### src/rtl/fetch_unit.sv
`default_nettype none
// ============================================================================
// fetch_unit : PC + synchronous imem interface + 2-entry decode buffer.
// Optional macro FETCH_STATS_EN adds stat_delivered/stat_flushed.  Rev 1.0
// ============================================================================
module fetch_unit #(
   parameter int                ADDR_W   = 5,
   parameter logic [ADDR_W-1:0] RESET_PC = '0
) (
   input  logic              clock,
   input  logic              reset_n,
   output logic [ADDR_W-1:0] imem_addr,
   input  logic [31:0]       imem_data,
   input  logic              redirect_valid,
   input  logic [ADDR_W-1:0] redirect_pc,
   output logic              out_valid,
   input  logic              out_ready,
   output logic [31:0]       out_instr,
   output logic [ADDR_W-1:0] out_pc
`ifdef FETCH_STATS_EN
   ,
   output logic [15:0]       stat_delivered,
   output logic [15:0]       stat_flushed
`endif
);

   logic [ADDR_W-1:0] pc_q;
   logic [ADDR_W-1:0] inflight_pc;
   logic              inflight;
   logic [1:0]        count;
   logic [31:0]       instr0, instr1;
   logic [ADDR_W-1:0] pc0, pc1;

   logic              pop;
   logic              issue;
   logic [1:0]        remain;
   logic [1:0]        occupancy;

   assign pop       = out_valid & out_ready;
   assign remain    = count - {1'b0, pop};
   // Entries that will be held or owed after this edge; bounds issue so the
   // buffer can always take the memory response.
   assign occupancy = remain + {1'b0, inflight};
   assign issue     = !redirect_valid && (occupancy < 2'd2);

   assign imem_addr = pc_q;
   assign out_valid = (count != 2'd0);
   assign out_instr = out_valid ? instr0 : '0;
   assign out_pc    = out_valid ? pc0    : '0;

   always_ff @(posedge clock or negedge reset_n) begin
      if (!reset_n) begin
         pc_q        <= RESET_PC;
         inflight    <= 1'b0;
         inflight_pc <= '0;
         count       <= 2'd0;
         instr0      <= '0;
         instr1      <= '0;
         pc0         <= '0;
         pc1         <= '0;
      end else if (redirect_valid) begin
         count    <= 2'd0;
         inflight <= 1'b0;
         pc_q     <= redirect_pc;
      end else begin
         inflight <= issue;
         if (issue) begin
            inflight_pc <= pc_q;
            pc_q        <= pc_q + ADDR_W'(1);
         end
         if (pop) begin
            instr0 <= instr1;
            pc0    <= pc1;
         end
         // A push into an emptied head overrides the shift above.
         if (inflight) begin
            if (remain == 2'd0) begin
               instr0 <= imem_data;
               pc0    <= inflight_pc;
            end else begin
               instr1 <= imem_data;
               pc1    <= inflight_pc;
            end
         end
         count <= occupancy;
      end
   end

`ifdef FETCH_STATS_EN
   always_ff @(posedge clock or negedge reset_n) begin
      if (!reset_n) begin
         stat_delivered <= 16'd0;
         stat_flushed   <= 16'd0;
      end else begin
         if (pop)
            stat_delivered <= stat_delivered + 16'd1;
         if (redirect_valid)
            stat_flushed <= stat_flushed + {14'd0, occupancy};
      end
   end
`endif

endmodule
`default_nettype wire

### config.mk
export PLATFORM = sky130hd
export DESIGN_NAME = fetch_unit
export DESIGN_NICKNAME = d
export VERILOG_FILES = /design/src/rtl/fetch_unit.sv
export SDC_FILE = /design/constraint.sdc
export NUM_CORES = 1
export LEC_CHECK = 0
export ABC_CLOCK_PERIOD_IN_PS = 2300
export BUFFER_PORTS_ARGS = -buffer_cell sky130_fd_sc_hd__buf_4
export CAP_MARGIN = 0
export CORE_ASPECT_RATIO = 1.25
export CORE_UTILIZATION = 35
export CTS_BUF_LIST = sky130_fd_sc_hd__clkbuf_2
export DETAILED_ROUTE_END_ITERATION = 16
export GPL_TIMING_DRIVEN = 1
export PLACE_DENSITY_LB_ADDON = 0.12
export SETUP_SLACK_MARGIN = 0.1
export SLEW_MARGIN = 10
export SYNTH_ARGS = -nofsm -noshare
export SYNTH_HDL_FRONTEND = slang
export SYNTH_SLANG_ARGS = --single-unit
### constraint.sdc
create_clock -name clock -period 2.3 [get_ports clock]
set_clock_uncertainty 0.2 [all_clocks]
set_input_delay 0.23 -clock clock [delete_from_list [all_inputs] [get_ports clock]]
set_output_delay 0.23 -clock clock [all_outputs]
set_load 0.02 [all_outputs]
---- Yosys cells after proc, flatten, opt, wreduce, memory -nomap -nowiden ----
Index checks and enable logic that the tools add are counted.
Widths: inputs -> output; s select.
storage, ports and cells
  output and inout bits ................... 43
  register bits ........................... 87
cells by class
  reduce and logical (&&, ||, !) cells .... 7
  add/subtract/negate cells ............... 3
  bitwise logic cells ..................... 3
  $lt $le $gt $ge ......................... 1
  multiplexer cells ....................... 12
operators with widths
  kind                 count
  $mux 32              4
  $mux 5               6
  $add 5x1->5 const B  1
  $reduce_bool 2->1    2
  $reduce_and 3->1     1
  $add 2x1->2          1
  $logic_not 2->1      1
  $lt 2x2->1 const B   1
  $mux 2               1
  $not 1->1            2
  $reduce_and 2->1     1
  $sub 2x1->2          1
  $and 1x1->1          1
  $logic_and 1x1->1    1
  $logic_not 1->1      1
  $mux 1               1

---- Depth between registers and ports, before layout ----
  word-level depth ........................ 8
  mapped depth ............................ 8
  mapped depth without buffers ............ 8

---- Worst setup path after synthesis ----
Ideal clock, no wire load.
  kind .................................... register to register
  from .................................... register count[1]
  to ...................................... register inflight_pc[0]
  arrival time ............................ 2.139 ns
  library setup time ...................... 0.125 ns
  period minus slack after synthesis ...... 2.463 ns
  stages on the path, launching flop included .. 9
  required time ........................... 1.975 ns
  setup slack ............................. -0.163 ns
  cells stage by stage .................... dfrtp_1 > o21ai_0 > inv_1 > ha_1 > inv_1 > ha_1 > xor3_2 > nor2_2 > mux2_2
between the ends
  cells in the longest elaborated chain, start to end .. 7
ends and longest elaborated chain
  element                                line  text
  from (decl)                            30    logic [1:0] count;
  from (signal assigned)                 85    count <= occupancy;
  $reduce_bool 2->1                      47    assign out_valid = (count != 2'd0);
  $and 1x1->1                            39    assign pop = out_valid & out_ready;
  $sub 2x1->2 (*)                        40    assign remain = count - {1'b0, pop};
  $add 2x1->2 (*)                        43    assign occupancy = remain + {1'b0, inflight};
  $lt 2x2->1 (*)                         44    assign issue = !redirect_valid && (occupancy < 2'd2);
  $logic_and 1x1->1 (*)                  44
  $reduce_and 2->1 (no source line) (*)  --
  to (signal assigned)                   68    inflight_pc <= pc_q;
  to (decl)                              28    logic [ADDR_W-1:0] inflight_pc;
Every way passes the cells marked *; elsewhere a longest branch is shown, timed or not.
A chain may end at the register's enable or synchronous reset.

---- Worst setup path in the final report ----
  from .................................... register count[0]
  to ...................................... register inflight_pc[2]
Same word-level chain as after synthesis.

==> run metrics <==
synth-to-layout area growth 42.7%; Combinational Power Share 50.3%; Worst EP arrival 2.47 ns; Sequential cell area 2180 sq um; Max Buffers Root-to-Sink 2; ys async rst share 100%; DR vias/cell 4.77; Final WS setup 0.0600 ns; Synth cell types 27; Hold Path Class in -> reg; CTS tree built; startpoint types flip-flop; routability congestion estimate from global placement 0.675; final period demand of the worst path 2.24 ns; worst hold slack 0.175 ns; share of layout cells above drive strength 1 33.5%; switching power 2.47 mW; area of the multi-input gates 1410 sq um; dpl hpwl 5.50 mm; RSZ-0062 raised after global routing yes; Slew headroom 45.7%; Slew @ Worst Pin 0.814 ns; via count 3,111; initial antenna violation count 0; vias in the first global route 3,094; Area after DPL 4810 sq um; die width 96.3 microns; post-route ant nets 0; crit-path cells o21ai_2 -> inv_2 -> ha_4 -> inv_4 -> ha_4 -> xor3_2 -> nor2_4 -> mux2_2; gr usage total 17.5%; Pint 4.25 mW; Placeable Area 10,700 sq um; Port Buffers 83; Ports 84; slowest CP cell dfrtp_1; Final Power 6.71 mW; cell mode on critical path ha_4; final setup fails 0; Worst-Skew Late Latency 0.52 ns; wire length per cell 14.9 microns; sequential power share 38.5%; Synth Register Bits 87; CTS sink count 87; Pre-antenna DRT Iters 4; Post-synth EDFFs 0; n_diodes 0; YS warnings 0; Final Hold Vio Count 0; Reg clk slew, reported paths 0.23 ns; die area 11,500 sq um; CTS Root Cell clkbuf_2; outcome finished clean; sequential fraction of the synthesis area 56.0%; Slew Viols, Final 0; CTS buffer count 9; Mapped Area 3890 sq um; Rows 42; Lkg Pwr 2.70 nW; syn nets 418; Cells after Synth 374; Synth Flop Type dfrtp_1; maxcap violations 0; Buffers & Inverters on Critical Path 2; Mapped Avg Cell Area 10.4 sq um; Remaining Overflow, GRT 0; PD cells 1210 nW/um^2; Post-Layout Inst Area 5550 sq um; DRC 0; Worst setup EP type flip-flop; commonest non-fill, non-tap cell in the layout buf_4; cell family with most CP delay flip-flops; crit-path max FO 8; CTS H-tree lvls 3; Worst EP required 2.53 ns; clock network power share 11.3%; fillers 983; r2r setup slk 0.06 ns; Vert. Die Dim 120 microns; Switching Share 36.7%; commonest cells after routing, fill and taps aside buf_4 (92), dfrtp_1 (87), inv_1 (77); dpl ws -0.00378 ns; # nets final 560; Final Routed Wirelength 9.69 mm; Max VDD drop 577 uV; crit-path max cell delay 0.44 ns; critical setup path kind reg -> reg; largest net degree at the start of global routing 51; Initial Utilization 36.3%; Final period util 97.4%; highest clock rate 446 MHz; initial DRC count 123; first-pass GRT wire length 15.2 mm
## layer usage
layer	global-route usage, %	wire length [microns]
met1	24.2	4590
met2	27.1	4640
met3	2.85	319
met4	6.72	135
met5	0	0
## state kept, by name, indices dropped and copies added, names as in the netlist
signal	flops
count	2
instr1	32
pc1	5
pc0	5
inflight	1
instr0	32
inflight_pc	5
imem_addr	5
## kinds of logic after synthesis
family / after synthesis / share of synthesized area, %
XOR/XNOR: 2 / 0.869
AND/OR/NAND/NOR: 91 / 9.56
multiplexers: 43 / 12.4
AO/OA/AOI/OAI: 49 / 10.4
buffers and inverters: 99 / 9.82
flip-flops: 87 / 56.0
adder cells (fa/ha/maj): 3 / 0.966
## power groups by stage
stage          clock network (mW)  logic [mW]  registers, mW
6_report                    0.758        3.37           2.58
5_1_grt                     0.857        3.72           2.69
4_1_cts                     0.794        3.13           2.59
3_5_place_dp                    0        3.00           2.63
3_3_place_gp                    0        2.93           2.60
2_1_floorplan                   0        1.96           2.58
## cell usage after synthesis (2+ instances only)
library cell,number,share of area (%)
o221ai_1,37,8.3
or3_1,2,0.32
nand2_1,40,3.9
a31oi_1,2,0.32
buf_2,8,1.0
ha_1,3,0.97
o21ai_0,5,0.64
mux2_2,42,12
dfrtp_1,87,56
o211ai_1,2,0.39
nand3_1,3,0.39
clkbuf_1,11,1.1
inv_1,79,7.6
nor2_1,40,3.9
## area by class of cell
type	instances	area share, %
multi-input cells	188	25.3
flip-flops and latches	87	39.2
repair buffers	150	25.2
inverters	80	5.46
clock buffers	14	1.26
well taps	132	2.98
clock inverters	1	0.541
## worst reg2reg max path: cells and delay by family, from the launching register on
| family | cells | cell delay [ns] |
|---|---|---|
| xor+xnor | 1 | 0.31 |
| fa+ha+maj | 2 | 0.42 |
| flops | 1 | 0.44 |
| mux | 1 | 0.36 |
| compound gates | 1 | 0.15 |
| buf+inv | 2 | 0.11 |
| simple gates | 1 | 0.21 |
## final timing paths
check                           cells past startpoint                         end              startpoint
min in group asynchronous                           4       instr0[1]$_DFFE_PN0N_                 reset_n
worst min register to register                      1      instr1[16]$_DFFE_PN0P_  instr1[16]$_DFFE_PN0P_
worst max register to register                      8  inflight_pc[2]$_DFFE_PN0P_      count[0]$_DFF_PN0_
worst min-delay path                                5      instr0[13]$_DFFE_PN0N_               out_ready
worst max-delay path                                8  inflight_pc[2]$_DFFE_PN0P_      count[0]$_DFF_PN0_
max in group asynchronous                           5          pc1[3]$_DFFE_PN0P_                 reset_n
## timing repair
| item | 4_1_cts | 5_1_grt |
|---|---|---|
| cloned | 0 | 4 |
| hold buffers | 45 | 0 |
| buffers inserted | 2 | 3 |
| gates resized for setup | 4 | 15 |
| pin swaps | 1 | 1 |
| setup endpoints to repair | 21 | 99 |
| hold endpoints to repair | 164 | 0 |
## metrics by stage
stage          utilization [%]  std cells   TNS, ns
4_1_cts                   50.2        645         0
3_5_place_dp              44.9        583  -0.00719
5_1_grt                   51.8        652   -0.0115
2_1_floorplan                -        374         0
3_3_place_gp              44.9        583         0
6_report                  51.8        652         0
Power figures use the tool's default switching activity.
